===== config.mk =====
export PLATFORM = sky130hd
export DESIGN_NAME = sparse_chunk_writer
export DESIGN_NICKNAME = d
export VERILOG_FILES = /design/src/rtl/sparse_chunk_writer.sv
export SDC_FILE = /design/constraint.sdc
export NUM_CORES = 1
export LEC_CHECK = 0
export CAP_MARGIN = 20
export CORE_MARGIN = 1
export CORE_UTILIZATION = 45
export DETAILED_ROUTE_END_ITERATION = 10
export PLACE_DENSITY = 0.78
export REMOVE_ABC_BUFFERS = 1
export SLEW_MARGIN = 30
export SYNTH_ARGS = -nofsm -noshare
export SYNTH_HDL_FRONTEND = slang
export SYNTH_SLANG_ARGS = --single-unit

===== constraint.sdc =====
create_clock -name clk_i -period 3.61 [get_ports clk_i]
set_input_delay 0.361 -clock clk_i [delete_from_list [all_inputs] [get_ports clk_i]]
set_output_delay 0.361 -clock clk_i [all_outputs]
set_load 0.02 [all_outputs]

===== src/rtl/sparse_chunk_writer.sv =====
// Compresses each accepted dense beat into (sparsemap, packed nonzero lanes) and issues
// registered SRAM writes addressed by chunk/beat counters. Define SPARSE_STAT_EN for nz_count_o.
module sparse_chunk_writer #(
  parameter int BUS_SIZE       = 8,
  parameter int DAT_SIZE       = 8,
  parameter int WR_DAT_CYC_NUM = 32,
  parameter int CHUNK_NUM      = 64,
  localparam int DW = ($clog2(WR_DAT_CYC_NUM) > 1) ? $clog2(WR_DAT_CYC_NUM) : 1,
  localparam int CW = ($clog2(CHUNK_NUM) > 1) ? $clog2(CHUNK_NUM) : 1
`ifdef SPARSE_STAT_EN
  , localparam int NW = $clog2(BUS_SIZE*WR_DAT_CYC_NUM*CHUNK_NUM+1)
`endif
) (
  input  logic                         clk_i,
  input  logic                         rst_i,
  input  logic                         start_i,
  input  logic [DW:0]                  cfg_beats_i,
  input  logic [CW:0]                  cfg_chunks_i,
  input  logic [BUS_SIZE*DAT_SIZE-1:0] in_data_i,
  input  logic                         in_valid_i,
  output logic                         in_ready_o,
  output logic [BUS_SIZE-1:0]          sram_wr_sparsemap_o,
  output logic [BUS_SIZE*DAT_SIZE-1:0] sram_wr_nonzero_data_o,
  output logic                         sram_wr_valid_o,
  output logic [DW-1:0]                sram_wr_dat_count_o,
  output logic [CW-1:0]                sram_wr_chunk_count_o,
  output logic                         busy_o,
  output logic                         finish_o
`ifdef SPARSE_STAT_EN
  , output logic [NW-1:0]              nz_count_o
`endif
);

  localparam int SW = $clog2(BUS_SIZE+1);

  typedef enum logic [1:0] {IDLE, RUN, FLUSH, DONE} state_t;

  state_t                      state;
  logic [DW:0]                 beats;
  logic [CW:0]                 chunks;
  logic [DW:0]                 beats_clamp;
  logic [CW:0]                 chunks_clamp;
  logic [DW-1:0]               dat_cnt;
  logic [CW-1:0]               chunk_cnt;
  logic                        accept;
  logic                        dat_last;
  logic                        chunk_last;
  logic [BUS_SIZE-1:0]         pack_map;
  logic [BUS_SIZE*DAT_SIZE-1:0] pack_data;
  logic [SW-1:0]               slot;
  logic [DAT_SIZE-1:0]         lane;

  always_comb begin
    beats_clamp  = (cfg_beats_i > (DW+1)'(WR_DAT_CYC_NUM)) ? (DW+1)'(WR_DAT_CYC_NUM) : cfg_beats_i;
    chunks_clamp = (cfg_chunks_i > (CW+1)'(CHUNK_NUM)) ? (CW+1)'(CHUNK_NUM) : cfg_chunks_i;
    accept       = in_valid_i && in_ready_o;
    dat_last     = ({1'b0, dat_cnt} == beats - (DW+1)'(1));
    chunk_last   = ({1'b0, chunk_cnt} == chunks - (CW+1)'(1));
  end

  // slot ends as the number of nonzero lanes, which doubles as the popcount
  always_comb begin
    pack_map  = '0;
    pack_data = '0;
    slot      = '0;
    lane      = '0;
    for (int unsigned k = 0; k < BUS_SIZE; k++) begin
      lane = in_data_i[k*DAT_SIZE +: DAT_SIZE];
      if (lane != '0) begin
        pack_map[k] = 1'b1;
        pack_data[slot*DAT_SIZE +: DAT_SIZE] = lane;
        slot = slot + SW'(1);
      end
    end
  end

  always_ff @(posedge clk_i or negedge rst_i) begin
    if (!rst_i) begin
      state                  <= IDLE;
      beats                  <= '0;
      chunks                 <= '0;
      dat_cnt                <= '0;
      chunk_cnt              <= '0;
      in_ready_o             <= 1'b0;
      sram_wr_sparsemap_o    <= '0;
      sram_wr_nonzero_data_o <= '0;
      sram_wr_valid_o        <= 1'b0;
      sram_wr_dat_count_o    <= '0;
      sram_wr_chunk_count_o  <= '0;
      busy_o                 <= 1'b0;
      finish_o               <= 1'b0;
`ifdef SPARSE_STAT_EN
      nz_count_o             <= '0;
`endif
    end else begin
      sram_wr_valid_o <= 1'b0;
      finish_o        <= 1'b0;
      case (state)
        IDLE: begin
          if (start_i) begin
            beats     <= beats_clamp;
            chunks    <= chunks_clamp;
            dat_cnt   <= '0;
            chunk_cnt <= '0;
            busy_o    <= 1'b1;
`ifdef SPARSE_STAT_EN
            nz_count_o <= '0;
`endif
            if (beats_clamp == '0 || chunks_clamp == '0) begin
              state    <= DONE;
              finish_o <= 1'b1;
            end else begin
              state      <= RUN;
              in_ready_o <= 1'b1;
            end
          end
        end
        RUN: begin
          if (accept) begin
            sram_wr_valid_o        <= 1'b1;
            sram_wr_sparsemap_o    <= pack_map;
            sram_wr_nonzero_data_o <= pack_data;
            sram_wr_dat_count_o    <= dat_cnt;
            sram_wr_chunk_count_o  <= chunk_cnt;
`ifdef SPARSE_STAT_EN
            nz_count_o <= nz_count_o + NW'(slot);
`endif
            if (dat_last && chunk_last) begin
              state      <= FLUSH;
              in_ready_o <= 1'b0;
            end else if (dat_last) begin
              dat_cnt   <= '0;
              chunk_cnt <= chunk_cnt + CW'(1);
            end else begin
              dat_cnt <= dat_cnt + DW'(1);
            end
          end
        end
        FLUSH: begin
          state    <= DONE;
          finish_o <= 1'b1;
        end
        DONE: begin
          state  <= IDLE;
          busy_o <= 1'b0;
        end
        default: state <= IDLE;
      endcase
    end
  end

endmodule

## Yosys cells after proc, flatten, opt, wreduce, memory -nomap -nowiden

Index checks and enable logic that the tools add are counted.

- $add $sub $neg: 17
- $lt $le $gt $ge: 2
- Eq/ne operators: 11
- Shift operators: 14
- Muxes and demuxes: 59
- Reduce and logical (&&, ||, !) cells: 23

Operators by type and width:

| operator | number |
|---|---|
| $bwmux 64 | 7 |
| $mux 64 | 7 |
| $shift 8x34->64 const A | 7 |
| $shiftx 8x34->64 | 7 |
| $neg 7->34 | 7 |
| $reduce_bool 8->1 | 8 |
| $mux 6 | 5 |
| $add 4x1->4 const B | 6 |
| $mux 4 | 6 |
| $mux 5 | 4 |
| $mux 1 | 18 |
| $ne 2x2->1 const B | 6 |
| $pmux 6 s2 | 1 |
| $pmux 5 s2 | 1 |
| $reduce_and 5->1 | 2 |
| $mux 2 | 4 |
| $mux 8 | 1 |
| $pmux 2 s4 | 1 |
| $eq 6x7->1 | 1 |
| $gt 7x7->1 const B | 1 |
| $logic_not 7->1 | 1 |
| $mux 7 | 1 |
| $sub 7x1->7 const B | 1 |
| $add 6x1->6 const B | 1 |
| 15 further kinds | 22 |

- Bits in registers: 113
- Bits of input ports: 81
- Output and inout port bits: 87
- Word-level logic and storage cells: 139

## Longest topological paths before layout

Gate-level depths: netlist of the first run.

- Depth in word-level cells: 18
- Mapped depth: 31
- Gate-level depth less buffers: 28

## Worst setup path before layout of the first run

No wires, ideal clock.

- Path kind: input to register
- Start: in in_data_i[21]
- End: reg sram_wr_nonzero_data_o[48]
- Arrival: 6831 ps
- Required time: 3473 ps
- Setup slack: -3357 ps
- Stages: 28
- Path buffers: 4
- Cells stage by stage: or4_1 buf_2 or2_1 buf_2 fa_1 inv_1 ha_1 clkbuf_1 o21ai_1 o21ai_2 inv_2 ha_1 clkbuf_1 nor2_1 nor2_1 ha_1 a21boi_1 xnor2_4 nor3_1 ha_1 nor2b_1 o21ai_1 or3_1 o31ai_1 a21oi_2 nor2_1 mux2i_1 o211ai_1

- Word-level cells in the longest chain between the ends: 14
- Elaborated cells on any way between the ends: 38
- Those cells by class: 9 x add/sub; 11 x shift; 17 x mux; 1 x reduce/logical

RTL lines:

| item | line | text |
|---|---|---|
| start: declaration | 19 | `input logic [BUS_SIZE*DAT_SIZE-1:0] in_data_i,` |
| $reduce_bool 8->1 | 69 | `if (lane != '0) begin` |
| $mux 4 | 69 |  |
| $add 4x1->4 or $neg 7->34 (tied branches) | 72, 71 |  |
| $mux 4 (tied with other cells) | 69 |  |
| $add 4x1->4 (tied with other cells) | 72 | `slot = slot + SW'(1);` |
| $mux 4 (tied with other cells) | 69 |  |
| $add 4x1->4 (tied with other cells) | 72 |  |
| $mux 4 (tied with other cells) | 69 |  |
| $add 4x1->4 (tied with other cells) | 72 |  |
| $mux 4 (tied with other cells) | 69 |  |
| $neg 7->34 or $bwmux 64 (tied branches) | 71 | `pack_data[slot*DAT_SIZE +: DAT_SIZE] = lane;` |
| $shiftx 8x34->64 (tied with other cells) | 71 |  |
| $bwmux 64 | 71 |  |
| $mux 64 * | 69 |  |
| end signal: assignment | 122 | `sram_wr_nonzero_data_o <= pack_data;` |
| end: declaration | 23 | `output logic [BUS_SIZE*DAT_SIZE-1:0] sram_wr_nonzero_data_o,` |

Mark *: on every way between the ends. The rest lies on a longest branch, timed or not.
A chain may end at the register's enable or synchronous reset.

## Final worst setup path of the first run

- Start: in in_data_i[20]
- End: reg sram_wr_nonzero_data_o[61]

The elaborated chain is that of the path after synthesis.

==> impl_metrics.json, run 1 <==
{
  "synthesis.area_um2": 10400,
  "synth_fa_ha_area_share_pct": 3.21,
  "numCtsBuffers": 17,
  "crit_type": "in -> reg",
  "wl_um": 49000,
  "dp_cells": 1914,
  "totalPowerFinal_mw": 3.95,
  "ys_types": 107,
  "relSlewSlack_pct": 37.0,
  "maxClockFrequency_mhz": 188,
  "synth_xor_area_share_pct": 3.92,
  "violations": "hold timing, setup timing",
  "syn_area_per_cell_um2": 8.41,
  "final_common_cell": "buf_4",
  "tightest_slew_ns": 0.945,
  "route.detailed.drc": 0,
  "holdCritPathClass": "in -> async",
  "via_per_inst": 6.50,
  "fin_setup_tns_ns": -100.77,
  "grt_pass1_wl_um": 72100,
  "die-area_um2": 23600,
  "grt_start_max_net_pins": 81,
  "final_cells": 1996,
  "clock_skew_ns": 0.0146,
  "switching_power_mw": 1.28,
  "most-common-layout-cells": "buf_4 (321), nand2_1 (153), clkdlybuf4s50_1 (143), dfrtp_1 (113), mux2i_1 (87)",
  "n_fill_cell": 1618,
  "die_y_um": 154,
  "clockPowerShare_pct": 44.5,
  "power_frac_comb_pct": 23.5,
  "cts.path.max_buffers": 2,
  "wl_per_cell_um": 24.6,
  "min_period_ns": 5.32,
  "port-buffer-count": 167,
  "leakagePower_nw": 7.19,
  "worst_slack_ns": -1.71,
  "synth_top_family_by_area": "compound AO/OA/AOI/OAI gates",
  "core_area_um2": 22600,
  "synthArstFlopShare_pct": 100,
  "path_max_fanout": 7,
  "hold_ws_ns": -0.0166,
  "grt-ovfl-total": 0,
  "drv_cap": 0,
  "insertion_delay_ns": 0.43,
  "fp.dieW_um": 154,
  "p_int_mw": 2.67,
  "num_vias": 13000,
  "cp.required_ns": 3.94,
  "synthSimpleGateAreaFrac_pct": 23.3,
  "grt_pass1_vias": 12400,
  "min_period_over_period_pct": 147,
  "netlist_instances": 1233,
  "synth_edf_count": 0,
  "dpl_cell_area_um2": 14500,
  "clock_sinks": 113,
  "swShare_pct": 32.3,
  "gp_congestion": 0.988,
  "stdcell_area_um2": 16500,
  "synth-seq-cells": 113,
  "firstDrtPassIters": 6,
  "syn_to_final_growth_pct": 59.3,
  "drtIter0Drc": 1669,
  "finalNetCount": 1805,
  "io_pins": 168,
  "cp-end-kind": "register",
  "clkTransAtPathRegs_ns": 0.07,
  "ys_seq_area_share_pct": 27.3,
  "rsz0062_at_grt": "true",
  "rows": 55,
  "seq_power_share_pct": 32.0,
  "n_antenna_cell": 0,
  "yosysWarnings": 0,
  "critPathSlowestCell": "or4_4",
  "ir_drop_v": 0.000286,
  "start_util_pct": 45.8,
  "worstSetupStartpointType": "input pin",
  "synthFlopType": "dfrtp_1",
  "cts_root_buf": "clkbuf_16",
  "synth_mux_area_share_pct": 11.5,
  "arrival_ns": 5.66,
  "slew_violations": 0,
  "status": "complete, but fails checks",
  "power.density_nw_per_um2": 239,
  "setup_viol": 64,
  "synth-compound-area-share_pct": 25.6,
  "grtUsageTotal_pct": 40.0,
  "htreeDepth": 4,
  "grt_antenna_before_repair": 0,
  "ant_nets": 0,
  "dp_hpwl_um": 34500,
  "cts_tree": "yes",
  "final_hold_viol_count": 26,
  "cpPeakStageDelay_ns": 0.54,
  "hold_buffers": 0,
  "drive_gt1_share_pct": 36.8
}
[worst max-delay path, delay by kind of cell]
kind	cells	cell delay, ns
muxes	1	0.20
buffers and inverters	7	0.85
adders and majority gates	6	1.81
and+or+nand+nor	7	1.51
AOI/OAI and AO/OA	5	0.54
xor gates and xnor gates	1	0.38
[routing by layer]
layer | track usage (%) | part of all wire (%) | vias up
met4 | 19.4 | 5.6 | 0
met5 | 0 | 0 | -
met1 | 53.6 | 39 | 6167
li1 | - | - | 5532
met3 | 7.67 | 11 | 252
met2 | 61.8 | 44 | 1028
[final cells by class]
cell class / instances / area, um2 / share of cell area, %
Clock buffer: 17 / 425 / 2.58
Clock inverter: 15 / 158 / 0.955
Inverter: 34 / 140 / 0.849
Multi-Input combinational cell: 998 / 7910 / 47.9
Sequential cell: 113 / 2830 / 17.1
Tap cell: 285 / 357 / 2.16
Timing Repair Buffer: 534 / 4690 / 28.4
[path summary, 6_finish.rpt]
check,from,to,slack (ns),depth (start not counted)
min in group clk_i,sram_wr_sparsemap_o[4]$_DFFE_PN0P_,sram_wr_sparsemap_o[4]$_DFFE_PN0P_,0.48,2
max in group asynchronous,rst_i,sram_wr_nonzero_data_o[11]$_DFFE_PN0P_,2.81,2
max reg2reg,beats[0]$_DFFE_PN0P_,chunk_cnt[5]$_DFFE_PN0P_,0.52,11
max,in_data_i[20],sram_wr_nonzero_data_o[61]$_DFFE_PN0P_,-1.71,27
min reg2reg,sram_wr_sparsemap_o[4]$_DFFE_PN0P_,sram_wr_sparsemap_o[4]$_DFFE_PN0P_,0.48,2
min,rst_i,sram_wr_dat_count_o[4]$_DFFE_PN0P_,-0.02,1
[state kept, by name, indices dropped and copies added (netlist names)]
signal                  count
beats                       6
busy_o                      1
chunk_cnt                   6
chunks                      7
dat_cnt                     5
finish_o                    1
in_ready_o                  1
sram_wr_chunk_count_o       6
sram_wr_dat_count_o         5
sram_wr_nonzero_data_o     64
sram_wr_sparsemap_o         8
sram_wr_valid_o             1
state                       2
[cells in the mapped netlist (all sizes together), types with 9 or more instances]
cell | number | share of area, %
a2111oi | 11 | 1.5
a211o | 19 | 1.6
a21oi | 76 | 4.3
a221oi | 12 | 1.0
a22oi | 25 | 1.9
a31oi | 14 | 0.99
a32oi | 13 | 1.1
and2 | 19 | 1.1
and3 | 10 | 0.60
buf | 44 | 2.3
clkbuf | 44 | 1.6
dfrtp | 113 | 27
ha | 25 | 3.0
inv | 32 | 1.2
mux2 | 23 | 2.5
mux2i | 92 | 9.0
nand2 | 158 | 5.8
nand2b | 19 | 1.2
nand3 | 49 | 2.5
nand4 | 12 | 0.78
nor2 | 94 | 3.5
nor2b | 12 | 0.72
nor3 | 38 | 2.0
nor4 | 19 | 1.4
o211ai | 18 | 1.3
o21ai | 68 | 3.5
o22ai | 9 | 0.54
or4 | 14 | 1.1
xnor2 | 12 | 1.9
xor2 | 11 | 0.93
[logic make-up (layout without fill, tap and decap cells)]
logic type | Yosys count | in the layout
adder cells (fa/ha/maj) | 26 | 26
XOR/XNOR | 28 | 28
AO/OA/AOI/OAI | 353 | 353
flip-flops | 113 | 113
multiplexers | 115 | 115
buffers and inverters | 122 | 600
AND/OR/NAND/NOR | 476 | 476
[metrics by stage]
step                      util [%]  setup slack [ns]
after detailed placement      64.0             -2.88
after floorplan                  -             -3.37
after global routing          72.9             -1.81
after global placement        64.0             -2.63
after CTS                     71.1             -1.54
final                         72.9             -1.71
[power by group through the flow]
stage               Sequential [mW]  Clock, mW  Combinational (mW)
floorplan                      1.29          0               0.284
global placement               1.29          0               0.753
detailed placement             1.29          0               0.758
CTS                            1.27       1.74               0.835
global route                   1.27       1.81               0.954
finish                         1.27       1.76               0.928
[what timing repair did]
action	4_1_cts	5_1_grt
pin swaps	69	74
gates resized for setup	205	84
cloned	3	0
hold endpoints to repair	0	0
setup buffers	34	19
setup endpoints to repair	64	64
No activity file was read; power rests on OpenSTA's default activity.
==> run 2, diff against run 1 <==
clock period = 6.5 ns   (was 3.61 ns; I/O delays follow)
==> run 2 against run 1 <==
The run now ends clean. Sequential share of layout area grew 3.6 points. Setup slack gained 2.1 ns. Critical path depth is the same. Hold slack gained 0.22 ns. Sequential power shrank 45%. Clock power shrank 44%. Clock skew shrank 0.0037 ns. Combinational power shrank 59%. Die area is the same. Global-route usage shrank 5.5 points. Via count shrank 12%. Power shrank 48%. Critical path type unchanged. Highest routed layer unchanged.
==> impl_metrics.json, run 2 (synthesized netlist as in run 1, its figures left out) <==
{
  "clock_skew_ns": 0.0109,
  "io_pins": 168,
  "syn_to_final_growth_pct": 31.4,
  "leakagePower_nw": 5.76,
  "num_vias": 11400,
  "critPathTopFamily": "adder cells",
  "critPathSlowestCell": "or4_1",
  "slew_violations": 0,
  "cts.path.max_buffers": 2,
  "clock_sinks": 113,
  "status": "finished, final reports clean",
  "power_frac_comb_pct": 18.3,
  "final_common_cell": "clkdlybuf4s50_1",
  "cts_root_buf": "clkbuf_16",
  "wl_um": 40700,
  "crit_type": "in -> reg",
  "n_antenna_cell": 0,
  "clockPowerShare_pct": 47.5,
  "htreeDepth": 4,
  "hold_buffers": 0,
  "path_buf_inv": 7,
  "min_period_ns": 6.16,
  "cts_tree": "yes",
  "via_per_inst": 6.51,
  "power.density_nw_per_um2": 151,
  "worstSetupStartpointType": "input pin",
  "core_area_um2": 22600,
  "route.detailed.drc": 0,
  "cp-end-kind": "register",
  "largest_reg_flops": 64,
  "fin_setup_tns_ns": 0,
  "drv_cap": 0,
  "clkTransAtPathRegs_ns": 0.06,
  "rows": 55,
  "crit_top_cell": "ha_1",
  "final_hold_viol_count": 0,
  "holdCritPathClass": "in -> async",
  "p_int_mw": 1.47,
  "die_y_um": 154,
  "regMostFlops": "sram_wr_nonzero_data_o",
  "grt_antenna_before_repair": 0,
  "port-buffer-count": 167,
  "finalNetCount": 1562,
  "die-area_um2": 23600,
  "gp_congestion": 1.01,
  "seq_power_share_pct": 34.2,
  "cpPeakStageDelay_ns": 0.56,
  "grtUsageTotal_pct": 34.5,
  "dpl_cell_area_um2": 12900,
  "drive_gt1_share_pct": 17.8,
  "maxClockFrequency_mhz": 162,
  "firstDrtPassIters": 6,
  "path_max_fanout": 7,
  "grt-ovfl-total": 0,
  "grt_start_max_net_pins": 81,
  "ir_drop_v": 0.000170,
  "reg.largest.list": "sram_wr_nonzero_data_o: 64 flops, sram_wr_sparsemap_o: 8 flops, chunks: 7 flops",
  "tightest_slew_ns": 0.985,
  "wl_per_cell_um": 23.2,
  "min_period_over_period_pct": 94.8,
  "stdcell_area_um2": 13600,
  "grt_pass1_wl_um": 62900,
  "dp_hpwl_um": 30600,
  "numCtsBuffers": 17,
  "switching_power_mw": 0.586,
  "grt_pass1_vias": 11000,
  "insertion_delay_ns": 0.43,
  "arrival_ns": 6.42,
  "relSlewSlack_pct": 33.9,
  "fp.dieW_um": 154,
  "drtIter0Drc": 1494,
  "most-common-layout-cells": "clkdlybuf4s50_1 (166), nand2_1 (156), buf_4 (122), dfrtp_1 (113)",
  "cp.required_ns": 6.76,
  "setup_viol": 0,
  "swShare_pct": 28.5,
  "ant_nets": 0,
  "totalPowerFinal_mw": 2.06,
  "start_util_pct": 45.8
}
-- run 2: cell count changes in the layout (fill, tap and decap cells not counted), moves of 8 or more --
cell,before,now
a21oi_1,40,58
nor3_2,13,4
buf_4,321,122
clkdlybuf4s50_1,143,166
nor3_1,20,33
nor2_4,8,0
nor2_1,82,91
ha_1,15,24
a21oi_2,35,18
buf_12,10,2
ha_4,8,0
buf_6,35,1
-- run 2: cell type report --
cell class	instances	area (um2)
Tap cell	285	357
Sequential cell	113	2830
Multi-Input combinational cell	998	7060
Inverter	34	138
Timing Repair Buffer	291	2630
Clock buffer	22	484
Clock inverter	10	125
Fill cell	1929	9020
-- run 2: worst paths after layout --
check	startpoint	to	slack [ns]	cells past startpoint
max	in_data_i[16]	sram_wr_nonzero_data_o[43]$_DFFE_PN0P_	0.34	27
min	rst_i	sram_wr_nonzero_data_o[35]$_DFFE_PN0P_	0.20	1
max reg2reg	beats[0]$_DFFE_PN0P_	chunk_cnt[4]$_DFFE_PN0P_	3.50	11
min reg2reg	sram_wr_nonzero_data_o[7]$_DFFE_PN0P_	sram_wr_nonzero_data_o[7]$_DFFE_PN0P_	0.48	2
max in group asynchronous	rst_i	sram_wr_sparsemap_o[0]$_DFFE_PN0P_	5.19	2
min in group clk_i	sram_wr_nonzero_data_o[7]$_DFFE_PN0P_	sram_wr_nonzero_data_o[7]$_DFFE_PN0P_	0.48	2
-- run 2: power groups by stage --
stage | combinational, mW | clock [mW] | sequential (mW)
floorplan | 0.157 | 0 | 0.717
global placement | 0.358 | 0 | 0.716
detailed placement | 0.360 | 0 | 0.716
CTS | 0.362 | 0.986 | 0.704
global route | 0.393 | 1.02 | 0.703
finish | 0.377 | 0.978 | 0.704
-- run 2: per-layer routing --
metal / track usage [%] / part of all wire [%] / vias to the layer above
li1: - / - / 5059
met4: 18.0 / 5.1 / 0
met1: 46.4 / 40 / 5423
met2: 51.6 / 44 / 745
met5: 0 / 0 / -
met3: 7.86 / 11 / 179
-- run 2: repair_timing --
action / CTS / global route
hold endpoints to repair: 0 / 0
endpoints found under the setup margin: 0 / 50
gates resized for setup: 0 / 16
setup buffers: 0 / 1
-- run 2: per-stage QoR --
step	setup WS, ns	std cells	util, %	hold WS [ns]
after floorplan	-0.768	1145	-	0.354
after global placement	-0.0742	1720	57.2	0.460
after detailed placement	-0.200	1720	57.2	0.467
after CTS	0.187	1752	59.9	0.222
after global routing	-0.00216	1753	60.1	0.244
final	0.338	1753	60.1	0.199
